### config.mk
export PLATFORM = sky130hd
export DESIGN_NAME = inst_loader
export DESIGN_NICKNAME = d
export VERILOG_FILES = /design/src/rtl/loader_pkg.sv /design/src/rtl/word_assembler.sv /design/src/rtl/inst_loader.sv
export SDC_FILE = /design/constraint.sdc
export NUM_CORES = 1
export LEC_CHECK = 0
export CAP_MARGIN = 5
export CORE_MARGIN = 2
export CORE_UTILIZATION = 40
export DETAILED_ROUTE_END_ITERATION = 6
export GPL_TIMING_DRIVEN = 0
export SLEW_MARGIN = 25
export SYNTH_ARGS = -nofsm -noshare
export SYNTH_HDL_FRONTEND = slang
export SYNTH_HIERARCHICAL = 1
export SYNTH_SLANG_ARGS = --single-unit
### constraint.sdc
create_clock -name clock -period 3.8 [get_ports clock]
set_input_delay 0.76 -clock clock [delete_from_list [all_inputs] [get_ports clock]]
set_output_delay 0.76 -clock clock [all_outputs]
set_load 0.02 [all_outputs]
### src/rtl/loader_pkg.sv
// -----------------------------------------------------------------------------
// loader_pkg
// Shared definitions for the instruction loader: address/instruction widths,
// the largest loadable program, the byte layout of one instruction word and
// the loader state encoding.
// -----------------------------------------------------------------------------
package loader_pkg;

  localparam int ADDR_W         = 11;    // instruction-memory word address width
  localparam int INST_W         = 33;    // instruction word width
  localparam int MAX_WORDS      = 2048;  // largest program, in words
  localparam int LEN_W          = 16;    // width of the length header
  localparam int BYTES_PER_WORD = 5;     // bytes on the wire per instruction word

  // Index of the final byte of a word within the 5-byte group.
  localparam logic [2:0] LAST_BYTE_IDX = 3'(BYTES_PER_WORD - 1);

  typedef enum logic [2:0] {
    IDLE    = 3'd0,
    LEN_LO  = 3'd1,
    LEN_HI  = 3'd2,
    BYTE    = 3'd3,
    WRITE   = 3'd4,
    RELEASE = 3'd5,
    ERR     = 3'd6
  } state_t;

  // A length header is loadable when it names between 1 and MAX_WORDS words.
  // Zero is legal too, but it performs no writes and is handled separately.
  function automatic logic len_too_big(input logic [LEN_W-1:0] len);
    return len > LEN_W'(MAX_WORDS);
  endfunction

endpackage

### src/rtl/word_assembler.sv
// -----------------------------------------------------------------------------
// word_assembler
// Steers a little-endian 5-byte group into one 33-bit instruction word.
// Bytes 0..3 fill data[31:0]; bit 0 of byte 4 becomes data[32], the other
// seven bits of byte 4 are dropped.
//
// Ports
//   clock      : rising-edge clock
//   reset      : synchronous, active-high
//   clear      : restart at byte 0 (used before the first word of a load)
//   byte_en    : a byte is being accepted this cycle
//   byte_in    : the byte being accepted
//   word       : assembled word; complete and stable while word_ready is 1
//   last_byte  : the next accepted byte completes the word
//   word_ready : one-cycle pulse on the cycle after the fifth byte is taken
// -----------------------------------------------------------------------------
module word_assembler
  import loader_pkg::*;
(
  input  logic              clock,
  input  logic              reset,
  input  logic              clear,
  input  logic              byte_en,
  input  logic [7:0]        byte_in,
  output logic [INST_W-1:0] word,
  output logic              last_byte,
  output logic              word_ready
);

  logic [2:0] byte_idx;

  assign last_byte = (byte_idx == LAST_BYTE_IDX);

  // NOTE: non-blocking assignments throughout, so every register in this
  // block samples the values that existed before the clock edge.
  always_ff @(posedge clock) begin
    if (reset) begin
      byte_idx   <= '0;
      word       <= '0;
      word_ready <= 1'b0;
    end else begin
      word_ready <= 1'b0;
      if (clear) begin
        byte_idx <= '0;
      end else if (byte_en) begin
        case (byte_idx)
          3'd0:    word[7:0]   <= byte_in;
          3'd1:    word[15:8]  <= byte_in;
          3'd2:    word[23:16] <= byte_in;
          3'd3:    word[31:24] <= byte_in;
          default: word[32]    <= byte_in[0];
        endcase
        if (last_byte) begin
          byte_idx   <= '0;
          word_ready <= 1'b1;
        end else begin
          byte_idx <= byte_idx + 3'd1;
        end
      end
    end
  end

endmodule

### src/rtl/inst_loader.sv
// -----------------------------------------------------------------------------
// inst_loader
// Loads a program into instruction memory from a byte stream while the CPU
// is frozen. Stream format: a 16-bit little-endian word count, then 5 bytes
// per instruction word. A zero count releases the CPU without writing; a
// count above MAX_WORDS parks the loader in ERR until reset.
//
// Ports
//   clock     : rising-edge clock
//   reset     : synchronous, active-high; aborts any load in progress
//   start     : pulse in IDLE that begins a load (ignored elsewhere)
//   rx_data   : load byte stream
//   rx_valid  : rx_data qualifier
//   rx_ready  : loader can take a byte (transfer when valid & ready)
//   mem_we    : one-cycle instruction-memory write strobe
//   mem_addr  : instruction-memory word address (valid while mem_we)
//   mem_data  : instruction word (valid while mem_we)
//   cpu_hold  : freezes fetch for the whole load
//   cpu_flush : one-cycle pulse flushing IF after the load
//   done      : sticky load-complete flag, cleared by the next start
//   error     : sticky bad-length flag, cleared only by reset
// -----------------------------------------------------------------------------
module inst_loader
  import loader_pkg::*;
(
  input  logic              clock,
  input  logic              reset,
  input  logic              start,
  input  logic [7:0]        rx_data,
  input  logic              rx_valid,
  output logic              rx_ready,
  output logic              mem_we,
  output logic [ADDR_W-1:0] mem_addr,
  output logic [INST_W-1:0] mem_data,
  output logic              cpu_hold,
  output logic              cpu_flush,
  output logic              done,
  output logic              error
);

  state_t             state;
  logic [7:0]         len_lo;
  logic [ADDR_W-1:0]  word_idx;
  logic [ADDR_W-1:0]  last_idx;   // index of the final word of this load
  logic [LEN_W-1:0]   len_now;
  logic               accept;
  logic               asm_last;

  assign accept  = rx_valid && rx_ready;
  assign len_now = {rx_data, len_lo};

  // The assembler holds the finished word in its own register, so mem_data
  // and mem_we come straight from it: the word cannot change during WRITE
  // because rx_ready is low there.
  word_assembler u_asm (
    .clock      (clock),
    .reset      (reset),
    .clear      (state == LEN_HI),
    .byte_en    (accept && (state == BYTE)),
    .byte_in    (rx_data),
    .word       (mem_data),
    .last_byte  (asm_last),
    .word_ready (mem_we)
  );

  // Outputs are registered alongside the state: each transition sets the
  // values the destination state must present.
  always_ff @(posedge clock) begin
    if (reset) begin
      state     <= IDLE;
      len_lo    <= '0;
      word_idx  <= '0;
      last_idx  <= '0;
      rx_ready  <= 1'b0;
      mem_addr  <= '0;
      cpu_hold  <= 1'b0;
      cpu_flush <= 1'b0;
      done      <= 1'b0;
      error     <= 1'b0;
    end else begin
      cpu_flush <= 1'b0;
      unique case (state)
        IDLE: begin
          if (start) begin
            state    <= LEN_LO;
            done     <= 1'b0;
            rx_ready <= 1'b1;
            cpu_hold <= 1'b1;
          end
        end

        LEN_LO: begin
          if (accept) begin
            len_lo <= rx_data;
            state  <= LEN_HI;
          end
        end

        LEN_HI: begin
          if (accept) begin
            if (len_now == '0) begin
              state     <= RELEASE;
              rx_ready  <= 1'b0;
              cpu_flush <= 1'b1;
            end else if (len_too_big(len_now)) begin
              // The only guard keeping addresses inside 0..MAX_WORDS-1.
              state    <= ERR;
              rx_ready <= 1'b0;
              error    <= 1'b1;
            end else begin
              state    <= BYTE;
              word_idx <= '0;
              last_idx <= ADDR_W'(len_now - LEN_W'(1));
            end
          end
        end

        BYTE: begin
          if (accept && asm_last) begin
            state    <= WRITE;
            rx_ready <= 1'b0;
            mem_addr <= word_idx;
          end
        end

        WRITE: begin
          if (word_idx == last_idx) begin
            state     <= RELEASE;
            cpu_flush <= 1'b1;
          end else begin
            state    <= BYTE;
            word_idx <= word_idx + ADDR_W'(1);
            rx_ready <= 1'b1;
          end
        end

        RELEASE: begin
          state    <= IDLE;
          done     <= 1'b1;
          cpu_hold <= 1'b0;
        end

        ERR: begin
          // Parked with hold and error asserted until reset.
        end

        default: begin
          state    <= IDLE;
          rx_ready <= 1'b0;
          cpu_hold <= 1'b0;
        end
      endcase
    end
  end

endmodule

==> results of run 1 <==
[tightest hold or removal path: stages, from the launching register on]
cell and delay [ns]:
dfxtp_1 0.31, inv_1 0.05, a21oi_1 0.05
[power groups by stage]
stage | logic (W) | registers (W) | clock network [W]
floorplan | 0.000247 | 0.000978 | 0
global route | 0.000416 | 0.000956 | 0.000710
global placement | 0.000365 | 0.000971 | 0
finish | 0.000374 | 0.000952 | 0.000661
detailed placement | 0.000367 | 0.000972 | 0
CTS | 0.000370 | 0.000951 | 0.000673
[final timing paths]
check,startpoint,end,slack (ns)
worst min register to register,error$_SDFFE_PP0P_,error$_SDFFE_PP0P_,0.45
worst max register to register,len_lo[0]$_SDFFE_PP0P_,word_idx[7]$_SDFFE_PP0P_,1.35
worst max-delay path,rx_valid,u_asm/word[21]$_SDFFE_PP0P_,1.03
worst min-delay path,error$_SDFFE_PP0P_,error$_SDFFE_PP0P_,0.45
[final cells by class]
type | instances | area (µm²)
clock buffers | 11 | 141
repair buffers | 61 | 611
clock inverters | 5 | 58.8
flip-flops and latches | 86 | 1720
plain buffers | 34 | 159
inverters | 18 | 67.6
well taps | 133 | 166
fillers | 1008 | 4770
multi-input cells | 337 | 2120
[registers in the layout (all words and copies together) (netlist names)]
| register | flops |
|---|---|
| cpu_flush | 1 |
| last_idx | 11 |
| done | 1 |
| word_idx | 11 |
| u_asm/word_ready | 1 |
| rx_ready | 1 |
| u_asm/word | 33 |
| error | 1 |
| state | 3 |
| len_lo | 8 |
| cpu_hold | 1 |
| u_asm/byte_idx | 3 |
| mem_addr | 11 |
[cells by family after synthesis]
logic type      count (synthesis)  share of synthesized area
buf+inv                        52                     0.0556
flops                          86                      0.423
xor+xnor                       20                     0.0430
fa+ha+maj                       7                     0.0215
mux                            30                     0.0738
simple gates                  178                      0.218
compound gates                102                      0.165
[layer usage]
| metal | track usage | vias to the layer above | routed length (µm) |
|---|---|---|---|
| met5 | 0 | - | 0 |
| met4 | 0.0857 | 0 | 216 |
| met3 | 0.0387 | 14 | 613 |
| met2 | 0.333 | 88 | 5200 |
| met1 | 0.265 | 1779 | 4990 |
| li1 | - | 1822 | - |
[cells in the mapped netlist, types with 7 or more instances]
master,number
clkbuf_1,19
dfxtp_1,86
mux2i_1,30
nor3_1,19
inv_1,17
nand2_1,54
a211oi_2,9
nand3_1,13
xor2_1,14
ha_1,7
nor2_1,51
a21oi_1,41
o21ai_0,22
buf_2,7
[through the flow]
stage          setup WS, ns   util  hold WS, ns
2_1_floorplan          1.57      -        0.460
3_3_place_gp          0.716  0.494        0.440
3_5_place_dp          0.650  0.494        0.446
4_1_cts                1.04  0.514        0.457
5_1_grt               0.793  0.514        0.484
6_report               1.03  0.514        0.449
==> impl_metrics.csv, run 1 <==
group,metric,value,unit
run_status,status,"finished clean",
power,internal-power,0.00138,W
placed_design,gp_congestion,0.860,
detailed_routing,firstDrtPassIters,4,
synthesis,synth-seq-cells,86,
sta,setup_violations,0,
placed_design,dp.cells,669,
synthesis,yosys.area.top_type,"dfxtp_1",
power,powerDensity,394,nW/µm²
worst_setup_path,cp_num_buf_inv,4,
sta,slew_viol_final,0,
clock_tree,clk_pin_slew,0.09,ns
sta,skew,0.0120,ns
worst_setup_path,cp_num_cells,10,
clock_tree,postCtsHoldBufs,0,
detailed_routing,wl_per_cell,16.1,µm
detailed_routing,viasPerCell,5.41,
layout,postLayoutCellArea,5050,µm²
power,p_leak,1.77,nW
detailed_routing,drt_iter0_markers,130,
clock_tree,cts_tree,"yes",
synthesis,yosys.area.top_type_share,0.423,
worst_hold_path,worstHoldPathCells,2,
power,swShare,0.304,
synthesis,synth.distinct_cells,54,
worst_setup_path,reg2reg_depth,7,
worst_setup_path,cpPeakStageDelay,0.53,ns
grt,grt_pass1_wl,18.1,mm
layout,drive_gt1_frac,0.0707,
sta,max_slew_margin,0.562,
sta,fin_setup_tns,0,ns
layout,fin_nets,566,
floorplan,die_y,105,µm
clock_tree,post_cts_buffers,0,
worst_setup_path,critPathTopFamily,"buffers and inverters",
synthesis,syn-instance-count,475,
floorplan,die_x,105,µm
sta,rsz0062_at_grt,"no",
layout,area.growth.synth_to_final,24.0,%
grt,grt_usage,0.204,
power,vdd_drop_max,0.215,mV
synthesis,synth_area,4070,µm²
power,p_seq_frac,0.479,
power,total_power,0.00199,W
floorplan,initial_utilization,0.415,
layout,diodes,0,
sta,finalCriticalPeriod,2.77,ns
sta,worstMarginPinSlew,0.658,ns
placed_design,dp_hpwl,7.90,mm
worst_setup_path,crit_type,"input pin to register",
clock_tree,htree_levels,3,
worst_hold_path,hp-class,"register to register",
synthesis,synthFlopType,"dfxtp_1",
worst_setup_path,critPathLaunchType,"input pin",
clock_tree,numClockSinks,86,
synthesis,synth_warnings,6,
synthesis,seq_area_frac_synth,0.423,
worst_setup_path,slowest_stage,"clkdlybuf4s50_1",
worst_setup_path,end_kind,"register",
grt,grt_overflow,0,
clock_tree,cts-root-buf,"clkbuf_8",
detailed_routing,totalWireLength,11.0,mm
grt,grt_pass1_vias,3570,
clock_tree,cts.repair.resized,0,
placed_design,port_buffers,61,
synthesis,syn-mean-instance-area,8.57,µm²
power,power.share.clock,0.333,
detailed_routing,drc,0,
synthesis,synth_area_leaders,"dfxtp_1, mux2i_1, a21oi_1",
sta,timing.final.hold_violations,0,
sta,fmax,362,MHz
floorplan,rows,36,
job,maxCapViolCount,0,
power,p_comb_frac,0.188,
grt,antenna_found_initial,0,
worst_setup_path,worstPathArrival,3.01,ns
sta,period_share,0.728,
synthesis,async_flop_share,0,
synthesis,synth-edff-count,0,
grt,grt_start_max_net_pins,15,
synthesis,syn-num-nets,494,
floorplan,core_area,9820,µm²
worst_setup_path,cp_max_fo,10,
detailed_routing,via_count,3703,
placed_design,placed_area,4850,µm²
clock_tree,cts_made_buffers,9,
worst_setup_path,crit_top_cell,"nor2_1",
worst_setup_path,crit_chain,"clkdlybuf4s50_1 > and3b_1 > nand2_1 > clkbuf_1 > nor2_1 > buf_2 > and4bb_1 > buf_4 > mux2i_1 > nor2_1",
power,p_sw,0.000605,W
layout,stdcell_count,685,
clock_tree,cts_buffer_depth,2,
floorplan,dieArea,11000,µm²
layout,layout_common_cells,"dfxtp_1, clkdlybuf4s50_1, nand2_1, nor2_1, a21oi_1",
worst_setup_path,worstPathRequired,4.04,ns
clock_tree,clkLatencyLatePin,0.37,ns
detailed_routing,ant_nets,0,
layout,final_common_cell,"dfxtp_1",
floorplan,num_io_pins,62,
(Power assumes the default switching activity.)
==> inputs of run 2 (changes only) <==
clock period = 2.6 ns   (was 3.8 ns; I/O delays follow)
==> run 2 against run 1 <==
Against the previous run: clock power increased by 47%; die area did not move; register-to-register slack got worse by 0.95 ns; sequential share of layout area fell by 0.093 points.
==> impl_metrics.csv, run 2 (synthesis results as in run 1) <==
group,metric,value,unit
run_status,status,"finished clean",
detailed_routing,firstDrtPassIters,4,
grt,antenna_found_initial,0,
floorplan,core_area,9820,µm²
grt,grt_overflow,0,
layout,seqCellArea,1720,µm²
clock_tree,cts_made_buffers,9,
placed_design,placed_area,4850,µm²
worst_setup_path,critPathLaunchType,"input pin",
detailed_routing,wl_per_cell,16.1,µm
placed_design,pre_cts_slack,-0.310,ns
floorplan,initial_utilization,0.415,
worst_setup_path,crit_type,"input pin to register",
sta,setup_violations,0,
clock_tree,cts-root-buf,"clkbuf_8",
layout,final_common_cell,"dfxtp_1",
layout,postLayoutCellArea,5060,µm²
layout,drive_gt1_frac,0.0779,
sta,rsz0062_at_grt,"no",
grt,grt_usage,0.204,
grt,grt_start_max_net_pins,15,
clock_tree,clk_pin_slew,0.08,ns
power,p_leak,1.78,nW
detailed_routing,met1_length,5.04,mm
worst_setup_path,worst_r2r_endpoint,"word_idx[7]$_SDFFE_PP0P_",
floorplan,die_x,105,µm
sta,holdWs,0.449,ns
layout,multi_input_area,2140,µm²
worst_hold_path,worstHoldPathCells,2,
worst_setup_path,worstPathArrival,2.69,ns
clock_tree,htree_levels,3,
power,powerDensity,575,nW/µm²
detailed_routing,wl_met3,484,µm
detailed_routing,drt_iter0_markers,126,
worst_setup_path,worstPathRequired,2.83,ns
floorplan,dieArea,11000,µm²
sta,worst_slack,0.140,ns
job,maxCapViolCount,0,
sta,max_slew_margin,0.568,
floorplan,rows,36,
layout,layout_common_cells,"dfxtp_1, clkdlybuf4s50_1, nand2_1, nor2_1, a21oi_1",
clock_tree,cts.repair.resized,0,
sta,slew_viol_final,0,
worst_setup_path,reg2reg_depth,7,
worst_setup_path,ff2ff_setup_slack,0.40,ns
worst_hold_path,hp-class,"register to register",
sta,skew,0.0144,ns
detailed_routing,wl_met2,5.27,mm
floorplan,num_io_pins,62,
sta,finalCriticalPeriod,2.46,ns
grt,grt_pass1_wl,18.1,mm
placed_design,port_buffers,61,
power,vdd_drop_max,0.316,mV
detailed_routing,totalWireLength,11.0,mm
clock_tree,cts_buffer_depth,2,
layout,diodes,0,
detailed_routing,ant_nets,0,
detailed_routing,drc,0,
clock_tree,numClockSinks,86,
detailed_routing,viasPerCell,5.41,
layout,fill_cells,1009,
layout,area.growth.synth_to_final,24.3,%
sta,fmax,407,MHz
worst_setup_path,r2r-start,"len_lo[0]$_SDFFE_PP0P_",
worst_setup_path,end_kind,"register",
floorplan,die_y,105,µm
sta,worstMarginPinSlew,0.648,ns
clock_tree,post_cts_buffers,0,
sta,timing.final.hold_violations,0,
worst_hold_path,hold_end,"error$_SDFFE_PP0P_",
placed_design,dp_hpwl,7.90,mm
clock_tree,cts_tree,"yes",
layout,largest_register_ffs,33,
detailed_routing,top_layer_used,"met4",
placed_design,gp_congestion,0.860,
layout,fin_nets,566,
clock_tree,clkLatencyLatePin,0.37,ns
worst_hold_path,holdCritStartpoint,"error$_SDFFE_PP0P_",
sta,fin_setup_tns,0,ns
detailed_routing,via_count,3705,
sta,period_share,0.946,
clock_tree,postCtsHoldBufs,0,
layout,largest-register,"u_asm/word",
worst_setup_path,cp_max_fo,10,
layout,final_core_util,0.516,
grt,grt_pass1_vias,3570,
-- run 2: cell counts in the layout (fill, tap and decap cells not counted) --
Identical to the previous run, type by type.
-- run 2: worst max path at each step --
| stage | end | startpoint | depth (start not counted) | slack (ns) |
|---|---|---|---|---|
| CTS | u_asm/word[21]$_SDFFE_PP0P_ | rx_valid | 10 | 0.08 |
| floorplan | last_idx[10]$_SDFFE_PP0P_ | rx_data[4] | 5 | 0.61 |
| detailed placement | u_asm/word[21]$_SDFFE_PP0P_ | rx_valid | 10 | -0.31 |
| global placement | word_idx[9]$_SDFFE_PP0P_ | rx_data[4] | 7 | -0.24 |
| global route | u_asm/word[16]$_SDFFE_PP0P_ | rx_valid | 10 | 0.01 |
| finish | u_asm/word[9]$_SDFFE_PP0P_ | rx_valid | 10 | 0.14 |
-- run 2: per-layer routing --
metal  vias up  global-route usage
li1       1822                   -
met1      1783               0.265
met2        83               0.333
met3        17              0.0387
met4         0              0.0857
met5         -                   0
-- run 2: through the flow --
stage          power [W]  std cells
2_1_floorplan    0.00179        475
3_3_place_gp     0.00195        669
3_5_place_dp     0.00196        669
4_1_cts          0.00292        685
5_1_grt          0.00305        685
6_report         0.00291        685
-- run 2: power breakdown --
group | switching [W] | leakage (nW) | internal, W | total (W)
combinational | 0.000350 | 0.990 | 0.000198 | 0.000549
clock | 0.000499 | 0.0955 | 0.000471 | 0.000970
sequential | 0.0000381 | 0.694 | 0.00135 | 0.00139
-- run 2: critical path: stages --
cell and delay, ns:
clkdlybuf4s50_1 0.53, and3b_1 0.20, nand2_1 0.07, clkbuf_2 0.21
nor2_1 0.17, buf_2 0.24, and4bb_1 0.27, buf_4 0.21
mux2i_1 0.20, nor2_1 0.07
-- run 2: final cells by class --
type	instances	area share
plain buffers	34	0.0316
clock buffers	11	0.0279
clock inverters	5	0.0116
inverters	18	0.0133
multi-input cells	337	0.422
flip-flops and latches	86	0.340
well taps	133	0.0329
repair buffers	61	0.121
